<file path="src/rtl/rr_write_arbiter_pkg.sv">
// Shared types for the FIFO write arbiter: controller state and grant-index sizing.
package arb_pkg;

   typedef enum logic {
      IDLE  = 1'b0,
      GRANT = 1'b1
   } arb_state_t;

   // Index width for n requesters; a single requester still needs one bit.
   function automatic int id_w(input int n);
      return (n > 1) ? $clog2(n) : 1;
   endfunction

endpackage

</file>
<file path="src/rtl/rr_write_arbiter_if.sv">
// Writer-side request/busy/data bundle plus the FIFO write side of the arbiter.
interface rr_write_arbiter_if
   import arb_pkg::*;
#(
   parameter int NUM_WRITERS = 4,
   parameter int DATA_W      = 8
) ();

   localparam int ID_W = id_w(NUM_WRITERS);

   logic [NUM_WRITERS*DATA_W-1:0] i_data;
   logic [NUM_WRITERS-1:0]        i_req;
   logic [NUM_WRITERS-1:0]        o_busy;
   logic [DATA_W-1:0]             o_data;
   logic                          o_we;
   logic                          i_fifo_afull;
   logic [ID_W-1:0]               o_grant_id;
   logic                          o_grant_valid;

   modport master (
      input  i_data, i_req, i_fifo_afull,
      output o_busy, o_data, o_we, o_grant_id, o_grant_valid
   );

   modport slave (
      output i_data, i_req, i_fifo_afull,
      input  o_busy, o_data, o_we, o_grant_id, o_grant_valid
   );

endinterface

</file>
<file path="src/rtl/rr_write_arbiter_pick.sv">
// Rotating priority encoder: first set request at or after ptr, wrapping at NUM_WRITERS.
module rr_pick
   import arb_pkg::*;
#(
   parameter  int NUM_WRITERS = 4,
   localparam int ID_W        = id_w(NUM_WRITERS)
) (
   input  logic [NUM_WRITERS-1:0] req,
   input  logic [ID_W-1:0]        ptr,
   output logic [ID_W-1:0]        winner,
   output logic                   any_req
);

   always_comb begin
      winner  = '0;
      any_req = 1'b0;
      for (int k = 0; k < NUM_WRITERS; k++) begin
         int idx;
         // Explicit wrap so non-power-of-two writer counts never index past the end.
         idx = int'(ptr) + k;
         if (idx >= NUM_WRITERS) idx = idx - NUM_WRITERS;
         if (!any_req && req[idx]) begin
            any_req = 1'b1;
            winner  = ID_W'(idx);
         end
      end
   end

endmodule

</file>
<file path="src/rtl/rr_write_arbiter.sv">
// Round-robin arbiter sharing one FIFO write port among NUM_WRITERS writers,
// with bursts of up to MAX_BURST beats per grant and almost-full backpressure.
module rr_write_arbiter
   import arb_pkg::*;
#(
   parameter int NUM_WRITERS = 4,
   parameter int DATA_W      = 8,
   parameter int MAX_BURST   = 4
) (
   input logic                 i_clk,
   input logic                 i_reset,
   rr_write_arbiter_if.master  bus
);

   localparam int ID_W   = id_w(NUM_WRITERS);
   localparam int BEAT_W = $clog2(MAX_BURST + 1);

   arb_state_t        state;
   logic [BEAT_W-1:0] beats;
   logic [ID_W-1:0]   ptr;

   logic [ID_W-1:0]   winner;
   logic              any_req;
   logic              accept;
   logic              more;
   logic [ID_W-1:0]   ptr_nxt;
   logic [DATA_W-1:0] grant_data;

   rr_pick #(
      .NUM_WRITERS (NUM_WRITERS)
   ) u_pick (
      .req     (bus.i_req),
      .ptr     (ptr),
      .winner  (winner),
      .any_req (any_req)
   );

   // In GRANT the grantee's busy bit is always low, so its request alone means a beat is taken.
   assign accept     = bus.i_req[bus.o_grant_id];
   assign grant_data = bus.i_data[bus.o_grant_id*DATA_W +: DATA_W];
   assign more       = accept && ((int'(beats) + 1) < MAX_BURST) && !bus.i_fifo_afull;
   assign ptr_nxt    = (bus.o_grant_id == ID_W'(NUM_WRITERS - 1)) ? '0
                                                                  : bus.o_grant_id + ID_W'(1);

   always_ff @(posedge i_clk) begin
      if (i_reset) begin
         state             <= IDLE;
         beats             <= '0;
         ptr               <= '0;
         bus.o_busy        <= '1;
         bus.o_we          <= 1'b0;
         bus.o_data        <= '0;
         bus.o_grant_id    <= '0;
         bus.o_grant_valid <= 1'b0;
      end else begin
         case (state)
            IDLE: begin
               bus.o_we <= 1'b0;
               if (any_req && !bus.i_fifo_afull) begin
                  bus.o_busy        <= ~(NUM_WRITERS'(1) << winner);
                  bus.o_grant_id    <= winner;
                  bus.o_grant_valid <= 1'b1;
                  beats             <= '0;
                  state             <= GRANT;
               end
            end

            GRANT: begin
               if (accept) begin
                  bus.o_data <= grant_data;
                  bus.o_we   <= 1'b1;
                  beats      <= beats + BEAT_W'(1);
               end else begin
                  bus.o_we   <= 1'b0;
               end
               // Ending always passes through one all-busy IDLE cycle, even if the same writer wins next.
               if (!more) begin
                  bus.o_busy        <= '1;
                  bus.o_grant_valid <= 1'b0;
                  ptr               <= ptr_nxt;
                  state             <= IDLE;
               end
            end

            default: begin
               state <= IDLE;
            end
         endcase
      end
   end

endmodule

</file>
<file path="src/flat_wrapper.sv">
// flat-port wrapper written by rule: the top's interface ports become plain ports
module rr_write_arbiter_flat import arb_pkg::*;
#(
   parameter int NUM_WRITERS = 4,
   parameter int DATA_W      = 8,
   parameter int MAX_BURST   = 4
)
  (i_clk, i_reset, bus_i_data, bus_i_req, bus_i_fifo_afull, bus_o_busy, bus_o_data, bus_o_we, bus_o_grant_id, bus_o_grant_valid);
  rr_write_arbiter_if #(.NUM_WRITERS(NUM_WRITERS), .DATA_W(DATA_W)) bus_i ();
  input logic i_clk;
  input logic i_reset;
  input wire logic [$bits(bus_i.i_data)-1:0] bus_i_data;
  input wire logic [$bits(bus_i.i_req)-1:0] bus_i_req;
  input wire logic [$bits(bus_i.i_fifo_afull)-1:0] bus_i_fifo_afull;
  output wire logic [$bits(bus_i.o_busy)-1:0] bus_o_busy;
  output wire logic [$bits(bus_i.o_data)-1:0] bus_o_data;
  output wire logic [$bits(bus_i.o_we)-1:0] bus_o_we;
  output wire logic [$bits(bus_i.o_grant_id)-1:0] bus_o_grant_id;
  output wire logic [$bits(bus_i.o_grant_valid)-1:0] bus_o_grant_valid;
  assign bus_i.i_data = bus_i_data;
  assign bus_i.i_req = bus_i_req;
  assign bus_i.i_fifo_afull = bus_i_fifo_afull;
  assign bus_o_busy = bus_i.o_busy;
  assign bus_o_data = bus_i.o_data;
  assign bus_o_we = bus_i.o_we;
  assign bus_o_grant_id = bus_i.o_grant_id;
  assign bus_o_grant_valid = bus_i.o_grant_valid;
  rr_write_arbiter #(.NUM_WRITERS(NUM_WRITERS), .DATA_W(DATA_W), .MAX_BURST(MAX_BURST)) u_core (.i_clk(i_clk), .i_reset(i_reset), .bus(bus_i));
endmodule
</file>
<file path="config.mk">
export PLATFORM = sky130hd
export DESIGN_NAME = rr_write_arbiter_flat
export DESIGN_NICKNAME = d
export VERILOG_FILES = /design/src/rtl/rr_write_arbiter_pkg.sv /design/src/rtl/rr_write_arbiter_if.sv /design/src/rtl/rr_write_arbiter_pick.sv /design/src/rtl/rr_write_arbiter.sv /design/src/flat_wrapper.sv
export SDC_FILE = /design/constraint.sdc
export NUM_CORES = 1
export LEC_CHECK = 0
export BUFFER_PORTS_ARGS = -buffer_cell sky130_fd_sc_hd__buf_2
export CAP_MARGIN = 20
export CORE_ASPECT_RATIO = 0.8
export CORE_MARGIN = 4
export CORE_UTILIZATION = 41
export DETAILED_ROUTE_END_ITERATION = 7
export PLACE_DENSITY = 0.73
export RECOVER_POWER = 100
export SLEW_MARGIN = 20
export SYNTH_ARGS = -nofsm -noshare
export SYNTH_HDL_FRONTEND = slang
export SYNTH_HIERARCHICAL = 1
export SYNTH_SLANG_ARGS = --single-unit
export TNS_END_PERCENT = 10
</file>
<file path="constraint.sdc">
create_clock -name i_clk -period 1.44 [get_ports i_clk]
set_input_delay 0.216 -clock i_clk [delete_from_list [all_inputs] [get_ports i_clk]]
set_output_delay 0.216 -clock i_clk [all_outputs]
set_load 0.01 [all_outputs]
</file>
[Word level (Yosys, flattened, before mapping)]
Index checks and enable logic that the tools add are counted.
Word-level totals
  register bits after elaboration: 22
  memory bits (read-only): 0
  input port bits: 39
  output and inout bits: 16
  memories kept: 0
  latch bits: 0
  logic and storage cells: 93
  memory bits (writable): 0
Cells by class
  order comparisons: 10
  eq/ne operators: 4
  shift operators: 2
  reductions and logical operators: 15
  $mul: 0
  multiplexer cells: 41
  div/mod/pow operators: 0
  bitwise logic cells: 3
  add/subtract/negate cells: 10
Operator list (number)
  $lt A32 B4 Y1 const B: 5
  $mux W32: 4
  $shiftx A32 B6 Y8: 1
  $mux W1: 18
  $sub A3 B3 Y4 const B: 3
  $bmux W1 S2: 5
  $mux W2: 5
  $reduce_and A2 Y1: 5
  $ge A3 B3 Y1 const B: 3
  $mux W4: 2
  $pmux W4 S2: 1
  $add A2 B2 Y3 const B: 2
  $logic_and A1 B1 Y1: 6
  $mux W3: 2
  $pmux W1 S2: 3
  $pmux W3 S2: 1
  $add A3 B1 Y4 const B: 1
  $logic_not A1 Y1: 4
  $ne A2 B2 Y1 const B: 2
  $not A4 Y4: 1
  $shl A1 B2 Y4 const A: 1
  $sub A2 B3 Y4 const B: 1
  $add A2 B1 Y3 const B: 1
  $add A3 B1 Y3 const B: 1
  6 further kinds: 7

[Logic depth before layout (Yosys ltp)]
Gate-level depths: netlist of the first run.
  word-level depth: 19
  gate-level depth with buffers: 6
  depth with buffers taken out: 6

[Cells and area by module]
Netlist of the first run, hierarchy kept.
Modules (own cells, without submodules)
  rr_write_arbiter: area each 1127.3 um^2, cells each 114, times used 1, sequential area each 440.4 um^2
  rr_pick: area each 77.6 um^2, cells each 15, times used 1, sequential area each 0.0 um^2

[Worst setup path after synthesis of the first run]
No wires, ideal clock.
  path kind: reg-to-reg
  from: reg u_core.bus.o_grant_id[1]
  to: reg u_core.ptr[0]
  library setup time: 123 ps
  stages on the path, launching flop included: 6
  data required time: 1317 ps
  data arrival time: 1489 ps
  buffers on the path: 1
  path slack: -173 ps
  period minus slack after synthesis: 1613 ps
  cell sequence: dfxtp_1 -> buf_4 -> mux4_2 -> inv_1 -> o31ai_4 -> mux2_1
Between the ends
  longest elaborated chain between the ends: 6
  elaborated cells between the ends (all ways): 8
  classes of those cells: eq/ne: 1; mux: 3; bitwise: 1; reduce/logical: 3
Ends and longest elaborated chain
  from (decl): RTL line rr_write_arbiter_if.sv:22  | output o_busy, o_data, o_we, o_grant_id, o_grant_valid
  from (signal assigned): RTL line rr_write_arbiter.sv:61  | bus.o_grant_id <= winner;
  $bmux W1 S2: RTL line rr_write_arbiter.sv:39  | assign accept = bus.i_req[bus.o_grant_id];
  $mux W1 (not written as such): RTL line rr_write_arbiter.sv:39
  $logic_and A1 B1 Y1 (2 in a row): RTL line rr_write_arbiter.sv:41  | assign more = accept && ((int'(beats) + 1) < MAX_BURST) && !bus.i_fifo_afull;
  $not A1 Y1 (no source line)
  $reduce_and A2 Y1 (no source line)
  to (signal assigned): RTL line rr_write_arbiter.sv:80  | ptr <= ptr_nxt;
  to (decl): RTL line rr_write_arbiter.sv:20  | logic [ID_W-1:0] ptr;
Several ways; a longest one is shown, not always the timed one. The select of a mux whose other input is x is not followed.
A chain may end at the register's enable or synchronous reset.

[Final worst setup path of the first run]
  from: reg u_core.beats[1]
  to: reg u_core.ptr[0]
Between the ends
  longest elaborated chain between the ends: 6
Ends and longest elaborated chain
  from (decl): RTL line rr_write_arbiter.sv:19  | logic [BEAT_W-1:0] beats;
  from (signal assigned): RTL line rr_write_arbiter.sv:72  | beats <= beats + BEAT_W'(1);
  $add A3 B1 Y4: RTL line rr_write_arbiter.sv:41
  $lt A32 B4 Y1: RTL line rr_write_arbiter.sv:41
  $logic_and A1 B1 Y1 (2 in a row): RTL line rr_write_arbiter.sv:41
  $not A1 Y1 (no source line)
  $reduce_and A2 Y1 (no source line)
Every way passes these cells.

==> results of run 1 <==
flip-flops by register name (all words and copies together) (netlist names):
signal	count
u_core/bus.o_grant_id	2
u_core/ptr	2
u_core/bus.o_we	1
u_core/bus.o_data	8
u_core/bus.o_busy	4
u_core/beats	3
u_core/bus.o_grant_valid	1
u_core/state	1
worst max-delay path, stage by stage (launching register included):
cell	delay, ns
sky130_fd_sc_hd__dfxtp_2	0.34
sky130_fd_sc_hd__ha_4	0.16
sky130_fd_sc_hd__buf_6	0.11
sky130_fd_sc_hd__nor2_4	0.11
sky130_fd_sc_hd__a21oi_4	0.05
sky130_fd_sc_hd__o31ai_4	0.33
sky130_fd_sc_hd__mux2_4	0.33
power by group:
| group | internal, mW | switching (mW) |
|---|---|---|
| Combinational | 0.147 | 0.150 |
| Sequential | 0.637 | 0.0202 |
| Clock | 0.371 | 0.196 |
| Total | 1.16 | 0.366 |
metal layers:
metal | wire [um] | share of wire, % | vias up
met3 | 70 | 2.1 | 12
li1 | - | - | 591
met1 | 1330 | 39 | 578
met5 | 0 | 0 | -
met4 | 94 | 2.8 | 0
met2 | 1900 | 56 | 23
cells by family after synthesis:
| family | after synthesis | synth area share, % |
|---|---|---|
| simple gates | 50 | 20.8 |
| compound gates | 29 | 16.2 |
| flops | 22 | 36.6 |
| buf+inv | 15 | 5.81 |
| mux | 11 | 18.6 |
| fa+ha+maj | 2 | 2.08 |
placed cells by master, fill, tap and decap left out, types with 2 or more instances in the layout:
master and count:
sky130_fd_sc_hd__dfxtp_2 4, sky130_fd_sc_hd__dfxtp_1 18, sky130_fd_sc_hd__a22oi_1 2, sky130_fd_sc_hd__clkbuf_8 3, sky130_fd_sc_hd__o31ai_1 2, sky130_fd_sc_hd__nor2_1 5
sky130_fd_sc_hd__nor3_1 8, sky130_fd_sc_hd__buf_6 2, sky130_fd_sc_hd__mux4_2 9, sky130_fd_sc_hd__nor2b_1 2, sky130_fd_sc_hd__nand2b_1 3, sky130_fd_sc_hd__clkbuf_1 14
sky130_fd_sc_hd__inv_2 2, sky130_fd_sc_hd__o21ai_0 2, sky130_fd_sc_hd__a21oi_2 5, sky130_fd_sc_hd__nand2_1 21, sky130_fd_sc_hd__a21oi_1 11, sky130_fd_sc_hd__buf_2 40
sky130_fd_sc_hd__inv_1 5, sky130_fd_sc_hd__buf_4 7
Yosys cell counts (2+ instances only):
cell type	n
sky130_fd_sc_hd__a21oi_1	17
sky130_fd_sc_hd__a22oi_1	2
sky130_fd_sc_hd__and2_1	2
sky130_fd_sc_hd__buf_2	2
sky130_fd_sc_hd__clkbuf_1	4
sky130_fd_sc_hd__dfxtp_1	22
sky130_fd_sc_hd__ha_1	2
sky130_fd_sc_hd__inv_1	6
sky130_fd_sc_hd__mux4_2	9
sky130_fd_sc_hd__nand2_1	21
sky130_fd_sc_hd__nand2b_1	3
sky130_fd_sc_hd__nor2_1	6
sky130_fd_sc_hd__nor2b_1	2
sky130_fd_sc_hd__nor3_1	8
sky130_fd_sc_hd__o21ai_0	2
sky130_fd_sc_hd__o31ai_1	2
final timing paths:
| check | end | slack [ns] | depth (start not counted) |
|---|---|---|---|
| worst max-delay path | u_core/ptr[0] | -0.12 | 6 |
| worst min-delay path | u_core/state | 0.35 | 3 |
| worst max register to register | u_core/ptr[0] | -0.12 | 6 |
| worst min register to register | u_core/bus.o_data[4] | 0.46 | 2 |
stage by stage:
stage / area [um2] / hold WS, ns / setup slack (ns) / setup TNS (ns)
final: 1690 / 0.354 / -0.118 / -0.455
after global routing: 1690 / 0.376 / -0.158 / -1.54
after CTS: 1660 / 0.343 / -0.114 / -0.397
after detailed placement: 1570 / 0.452 / -0.168 / -1.03
after global placement: 1570 / 0.441 / -0.0749 / -0.105
after floorplan: 1220 / 0.430 / -0.110 / -0.386
repair_timing:
item                       4_1_cts  5_1_grt
setup endpoints to repair       17       19
gates resized for setup          6       13
pin swaps                        0        5
cell type report:
type                    count  area share [%]
inverters                   7            1.55
well taps                  38            2.81
flip-flops and latches     22            26.3
multi-input cells          92            45.0
clock buffers               3            2.44
clock inverters             1            1.77
repair buffers             65            20.1
==> results.md, run 1 <==
| Group | Parameter | Reported |
| --- | --- | --- |
| synth | Area share of the largest cell type after synthesis | 36.6% |
| worst setup path | WP data arrival | 1.71 ns |
| floorplanning | Starting Density | 43.2% |
| synth | Most area-hungry cell type in the Yosys netlist | sky130_fd_sc_hd__dfxtp_1 |
| clock network | Clock tree from TritonCTS | built |
| floorplanning | Height of the die | 56.5 um |
| synth | Mapped Nets | 170 |
| synth | Post-synthesis sequential element count | 22 |
| synth | Post-synth top flop | sky130_fd_sc_hd__dfxtp_1 |
| timing | Minimum clock period after layout | 1.56 ns |
| grt | First-pass GRT wire length | 5570 um |
| cells and area | Ant. Diodes | 0 |
| cells and area | Fraction of final layout cells with drive strength greater than 1 | 44.7% |
| grt | Met3 Usage GRT | 3.80% |
| route | DRT Pass-1 Iters | 4 |
| route | Drt first-iter violations | 73 |
| clock network | Depth of the CTS H-tree | 1 |
| worst hold path | Hold wc startpoint | bus_i_fifo_afull |
| placed design | Number of placed instances, taps included | 224 |
| synth | Avg Inst Size Synth | 9.34 um2 |
| floorplanning | Die Wd | 68.6 um |
| clock network | Clock Root Buffer | sky130_fd_sc_hd__clkbuf_8 |
| timing | Worst clock skew on the final layout | 0.00883 ns |
| floorplanning | # rows | 17 |
| grt | Number of antenna violations at the first check in global routing | 0 |
| grt | Overall fraction of global-route tracks in use | 18.9% |
| synth | Share of synthesized registers carrying an async set or reset | 0% |
| timing | Final count of hold timing violations | 0 |
| clock network | Count of hold-fix buffers inserted at cts | 0 |
| worst setup path | Crit path from | u_core/beats[1] |
| cells and area | Sequential cell area | 445 um2 |
| cells and area | Number of nets in the final layout | 232 |
| worst hold path | Type of the tightest min-delay check | input port to flip-flop |
| synth | Count of synthesis-stage warnings from yosys | 6 |
| cells and area | Total area of multi-input combinational cells | 762 um2 |
| grt | Most used routing layer in global routing | met2 |
| timing | Unrepaired setup endpoints after global routing | true |
| timing | Worst rel slew slack | 60.6% |
| cells and area | Area Overhead vs Synth | 40.5% |
| power and ir drop | Power per standard cell area | 899 nW/um2 |
| power and ir drop | Total Power Consumption | 1.52 mW |
| route | Routed wirelength normalized by instance count | 14.9 um |
| power and ir drop | Static leakage power | 0.690 nW |
| timing | Final Worst Setup Slack | -0.118 ns |
| worst setup path | Crit. End Element | flip-flop |
| status | Violated checks | setup timing |
| synth | Number of distinct library cells after synthesis | 35 |
| cells and area | Final core utilization | 60.8% |
| grt | Overflow after GRT | 0 |
| route | Residual antenna-violating net count after detailed routing | 0 |
| clock network | Clock tree buffer depth | 2 |
| power and ir drop | Maximum vdd ir drop | 0.480 mV |
| worst setup path | Setup Crit Path Kind | flip-flop to flip-flop |
| worst setup path | Kind of start point of the critical path | flip-flop |
| synth | Combined area of all synthesized cells | 1200 um2 |
| floorplanning | Core Area | 2790 um2 |
| timing | Achievable clock frequency | 0.642 GHz |
| route | Total Wirelength | 3390 um |
| synth | Portion of the post-synthesis area used by sequential elements | 36.6% |
| timing | Count of endpoints failing setup in the final report | 12 |
| clock network | Worst skew pair latency | 0.26 ns |
| flow run | Max capacitance violation total | 0 |
| cells and area | Fill cell instance count of the final layout | 248 |
| synth | Largest cells by area after synthesis | sky130_fd_sc_hd__dfxtp_1, sky130_fd_sc_hd__mux4_2, sky130_fd_sc_hd__a21oi_1 |
| route | Vias post-DR | 1204 |
| route | Drc violations | 0 |
| clock network | Total clock buffers created by CTS | 3 |
| grt | GR Util met1 | 19.4% |
| grt | Via count of the first global-routing pass | 1292 |
| placed design | Port Buffer Count | 54 |
| worst setup path | Endpoint required time on the critical path | 1.59 ns |
| synth | Number of synthesized flops with an enable pin | 0 |
| worst setup path | Critical Path Fanout Max | 2 |
| floorplanning | Number of I/O pins | 55 |
| clock network | Clock transition at the register clock pins on the worst setup and hold paths after CTS | 0.08 ns |
| placed design | Global placer's final weighted congestion | 0.773 |
| grt | Met2 track demand over resource | 35.8% |
| grt | Pin count of the biggest net entering global routing | 32 |
| placed design | Post-detailed-placement half-perimeter wirelength | 2670 um |
| timing | Share of the clock period used by the worst path after layout | 108% |
| cells and area | Post-layout instance count excluding filler cells | 228 |
| timing | Slew at the pin with the worst max-slew slack | 0.589 ns |
| status | Run status | finished with violations |
| route | Via-to-Cell Ratio | 5.28 |
| synth | Mapped Cells | 129 |
| worst setup path | Startpoint of the most critical register-to-register path | u_core/beats[1] |
| timing | Number of pins exceeding their max-slew limit in the final report | 0 |
| clock network | Post-CTS setup-driven buffer insertion count | 0 |
| floorplanning | Die area | 3880 um2 |
| clock network | Clk sink count | 22 |
No activity file was read; power rests on OpenSTA's default activity.
==> run 2: changes to the inputs <==
- ABC_AREA: unset -> 1
- CORE_ASPECT_RATIO: 0.8 -> unset
- CORE_UTILIZATION: 41 -> 45
- PLACE_DENSITY: 0.73 -> 0.75
==> results.md, run 2 <==
| Group | Parameter | Reported |
| --- | --- | --- |
| floorplanning | Height of the die | 66.8 um |
| worst setup path | Worst-path cell chain | buf_6 > nand2_2 > nand2_2 > nand2_2 > nand2_2 > nor2_4 > buf_6 > nand3_2 > nand2_1 > nand2_1 > inv_2 > nand3_1 > nand2_1 > nand3_1 |
| power and ir drop | Register share of total power | 37.7% |
| synth | Largest cells by area after synthesis | sky130_fd_sc_hd__dfxtp_1, sky130_fd_sc_hd__nand2_1, sky130_fd_sc_hd__nor2_1 |
| timing | Minimum clock period after layout | 1.60 ns |
| floorplanning | Starting Density | 46.6% |
| synth | Most area-hungry cell type in the Yosys netlist | sky130_fd_sc_hd__dfxtp_1 |
| timing | Final Worst Setup Slack | -0.155 ns |
| worst setup path | Reg-to-Reg End | u_core/bus.o_busy[3] |
| floorplanning | Die Wd | 66.8 um |
| clock network | Total clock buffers created by CTS | 3 |
| worst setup path | Most used cell along the critical path | sky130_fd_sc_hd__nand2_2 |
| worst setup path | Reg-to-reg slack, setup | -0.16 ns |
| grt | First-pass GRT wire length | 7070 um |
| cells and area | Fraction of final layout cells with drive strength greater than 1 | 39.9% |
| status | Violated checks | setup timing |
| timing | Worst rel slew slack | 71.9% |
| synth | Mapped Nets | 273 |
| timing | Number of pins exceeding their max-slew limit in the final report | 0 |
| cells and area | Regs by FF count | u_core/bus.o_data x8, u_core/bus.o_busy x4, u_core/beats x3 |
| grt | Overflow after GRT | 0 |
| route | Vias post-DR | 1761 |
| synth | Portion of the post-synthesis area used by sequential elements | 28.3% |
| route | Residual antenna-violating net count after detailed routing | 0 |
| placed design | Pre-CTS WS | -0.248 ns |
| synth | Post-synthesis sequential element count | 22 |
| synth | Share of synthesized registers carrying an async set or reset | 0% |
| cells and area | Ant. Diodes | 0 |
| grt | Pin count of the biggest net entering global routing | 20 |
| clock network | Clock tree buffer depth | 2 |
| floorplanning | Number of I/O pins | 55 |
| synth | Count of synthesis-stage warnings from yosys | 6 |
| synth | Number of distinct library cells after synthesis | 25 |
| route | Drt first-iter violations | 95 |
| timing | Count of endpoints failing setup in the final report | 11 |
| worst setup path | Cell with the largest stage delay on the worst path | sky130_fd_sc_hd__dfxtp_4 |
| power and ir drop | Reported net switching power | 0.741 mW |
| floorplanning | # rows | 21 |
| worst setup path | Kind of start point of the critical path | flip-flop |
| synth | Number of synthesized flops with an enable pin | 0 |
| cells and area | Total area of multi-input combinational cells | 1050 um2 |
| cells and area | Number of flip-flops in the largest register | 8 |
| synth | Avg Inst Size Synth | 6.70 um2 |
| cells and area | Final core utilization | 63.8% |
| worst setup path | Crit path from | u_core/ptr[0] |
| clock network | Worst skew pair latency | 0.29 ns |
| power and ir drop | Comb pwr share | 48.7% |
| cells and area | Number of nets in the final layout | 351 |
| power and ir drop | Switching part of the total | 38.8% |
| timing | Share of the clock period used by the worst path after layout | 111% |
| floorplanning | Die area | 4460 um2 |
| worst hold path | Type of the tightest min-delay check | input port to flip-flop |
| synth | Synth cell count leaders | sky130_fd_sc_hd__nand2_1, sky130_fd_sc_hd__nor2_1, sky130_fd_sc_hd__o21ai_0 |
| worst hold path | Endpoint, Worst Hold | u_core/beats[2] |
| power and ir drop | Maximum vdd ir drop | 0.645 mV |
| worst hold path | Hold path cells | 2 |
| cells and area | Area Overhead vs Synth | 36.8% |
| floorplanning | Core Area | 3340 um2 |
| worst setup path | Critical Path Fanout Max | 7 |
| power and ir drop | Static leakage power | 1.05 nW |
| synth | Post-synth top flop | sky130_fd_sc_hd__dfxtp_1 |
| cells and area | Leading cell types in the layout, fill and taps excluded | sky130_fd_sc_hd__nand2_1, sky130_fd_sc_hd__buf_2, sky130_fd_sc_hd__nor2_1, sky130_fd_sc_hd__o21ai_0, sky130_fd_sc_hd__buf_4 |
| worst setup path | Endpoint required time on the critical path | 1.61 ns |
| worst setup path | Length in cells of the worst reg-to-reg path | 14 |
| placed design | Global placer's final weighted congestion | 0.810 |
| timing | Achievable clock frequency | 0.627 GHz |
| synth | Combined area of all synthesized cells | 1560 um2 |
| power and ir drop | Power per standard cell area | 898 nW/um2 |
| worst setup path | WP data arrival | 1.76 ns |
| grt | Number of antenna violations at the first check in global routing | 0 |
| worst setup path | Startpoint of the most critical register-to-register path | u_core/ptr[0] |
| grt | Via count of the first global-routing pass | 1707 |
| placed design | Post-detailed-placement half-perimeter wirelength | 3110 um |
| synth | Mapped Cells | 232 |
| cells and area | Sequential cell area | 448 um2 |
| synth | Most frequently used cell type in the post-synthesis netlist | sky130_fd_sc_hd__nand2_1 |
| synth | Area share of the largest cell type after synthesis | 28.3% |
| clock network | Clock Root Buffer | sky130_fd_sc_hd__clkbuf_4 |
| route | Via-to-Cell Ratio | 4.97 |
| clock network | Clock tree from TritonCTS | built |
| cells and area | Most common cell after layout, fill and taps aside | sky130_fd_sc_hd__nand2_1 |
| cells and area | Fill cell instance count of the final layout | 342 |
| clock network | Clock transition at the register clock pins on the worst setup and hold paths after CTS | 0.11 ns |
| cells and area | Register ranked first by flip-flop count | u_core/bus.o_data |
| timing | Slew at the pin with the worst max-slew slack | 0.421 ns |
| worst setup path | Setup Crit Path Kind | flip-flop to flip-flop |
| grt | Overall fraction of global-route tracks in use | 20.2% |
| power and ir drop | Total Power Consumption | 1.91 mW |
| route | Total Wirelength | 4180 um |
| timing | Unrepaired setup endpoints after global routing | true |
| route | Routed wirelength normalized by instance count | 11.8 um |
| flow run | Max capacitance violation total | 0 |
| status | Run status | finished with violations |
| timing | Worst clock skew on the final layout | 0.00246 ns |
| worst setup path | Crit. End Element | flip-flop |
| power and ir drop | Internal power of the cells | 1.17 mW |
| power and ir drop | Clk network pwr share | 13.6% |
| timing | Final count of hold timing violations | 0 |
| route | DRT Pass-1 Iters | 4 |
| clock network | Depth of the CTS H-tree | 1 |
| worst setup path | Maximum cell stage delay along the critical path | 0.40 ns |
| worst hold path | Hold wc startpoint | i_reset |
| clock network | Clk sink count | 22 |
| route | Drc violations | 0 |
| placed design | Port Buffer Count | 54 |
==> run 2: how the worst max path moves through the flow <==
stage / to / slack [ns]
global route: u_core/bus.o_busy[1] / -0.29
floorplan: u_core/bus.o_busy[0] / 0.002
CTS: u_core/bus.o_busy[3] / -0.13
detailed placement: u_core/bus.o_grant_id[1] / -0.25
finish: u_core/bus.o_busy[3] / -0.16
global placement: u_core/bus.o_grant_id[1] / -0.24
==> run 2: timing repair <==
action / CTS / global route
hold buffers: 0 / 0
gates resized for setup: 24 / 5
pin swaps: 16 / 2
setup endpoints to repair: 11 / 14
setup buffers: 3 / 0
==> run 2: kinds of logic (layout without fill, tap and decap cells) <==
kind of cell | after synthesis | after routing | share of synthesized area [%]
buffers and inverters | 27 | 103 | 9.33
adders and majority gates | 2 | 2 | 1.61
DFF | 22 | 22 | 28.3
AOI/OAI and AO/OA | 46 | 46 | 16.2
and+or+nand+nor | 135 | 135 | 44.6
==> run 2: area by class of cell <==
cell class	instances	area share [%]
Inverter	17	3.35
Sequential cell	22	21.0
Tap cell	46	2.70
Timing Repair Buffer	83	22.6
Clock buffer	3	1.06
Multi-Input combinational cell	183	49.2
==> run 2: through the flow <==
stage | setup TNS (ns) | cells | hold WS (ns) | area [um2]
final | -1.21 | 354 | 0.175 | 2130
after global routing | -2.74 | 354 | 0.159 | 2130
after CTS | -0.994 | 354 | 0.162 | 2130
after detailed placement | -2.25 | 348 | 0.453 | 2000
after global placement | -2.02 | 348 | 0.446 | 2000
after floorplan | 0 | 232 | 0.278 | 1560
==> run 2: critical path, delay by kind of cell, from the launching register on <==
family	cells	cell delay, ns
simple gates	11	0.76
buf+inv	3	0.32
flops	1	0.40
==> run 2: layer usage <==
metal  vias to the layer above  GRT usage (%)  routed length, um  share of wire, %
li1                        912              -                  -                 -
met1                       808           23.7               1800                43
met2                        39           38.1               2180                52
met3                         2           2.53                176               4.2
met4                         0           5.33                 24              0.57
met5                         -              0                  0                 0
==> run 2: power by group through the flow <==
stage | Clock (mW) | Sequential (mW) | Combinational, mW
floorplan | 0 | 0.755 | 0.547
global placement | 0 | 0.730 | 0.851
detailed placement | 0 | 0.731 | 0.862
CTS | 0.275 | 0.722 | 0.929
global route | 0.294 | 0.733 | 1.04
finish | 0.260 | 0.721 | 0.930
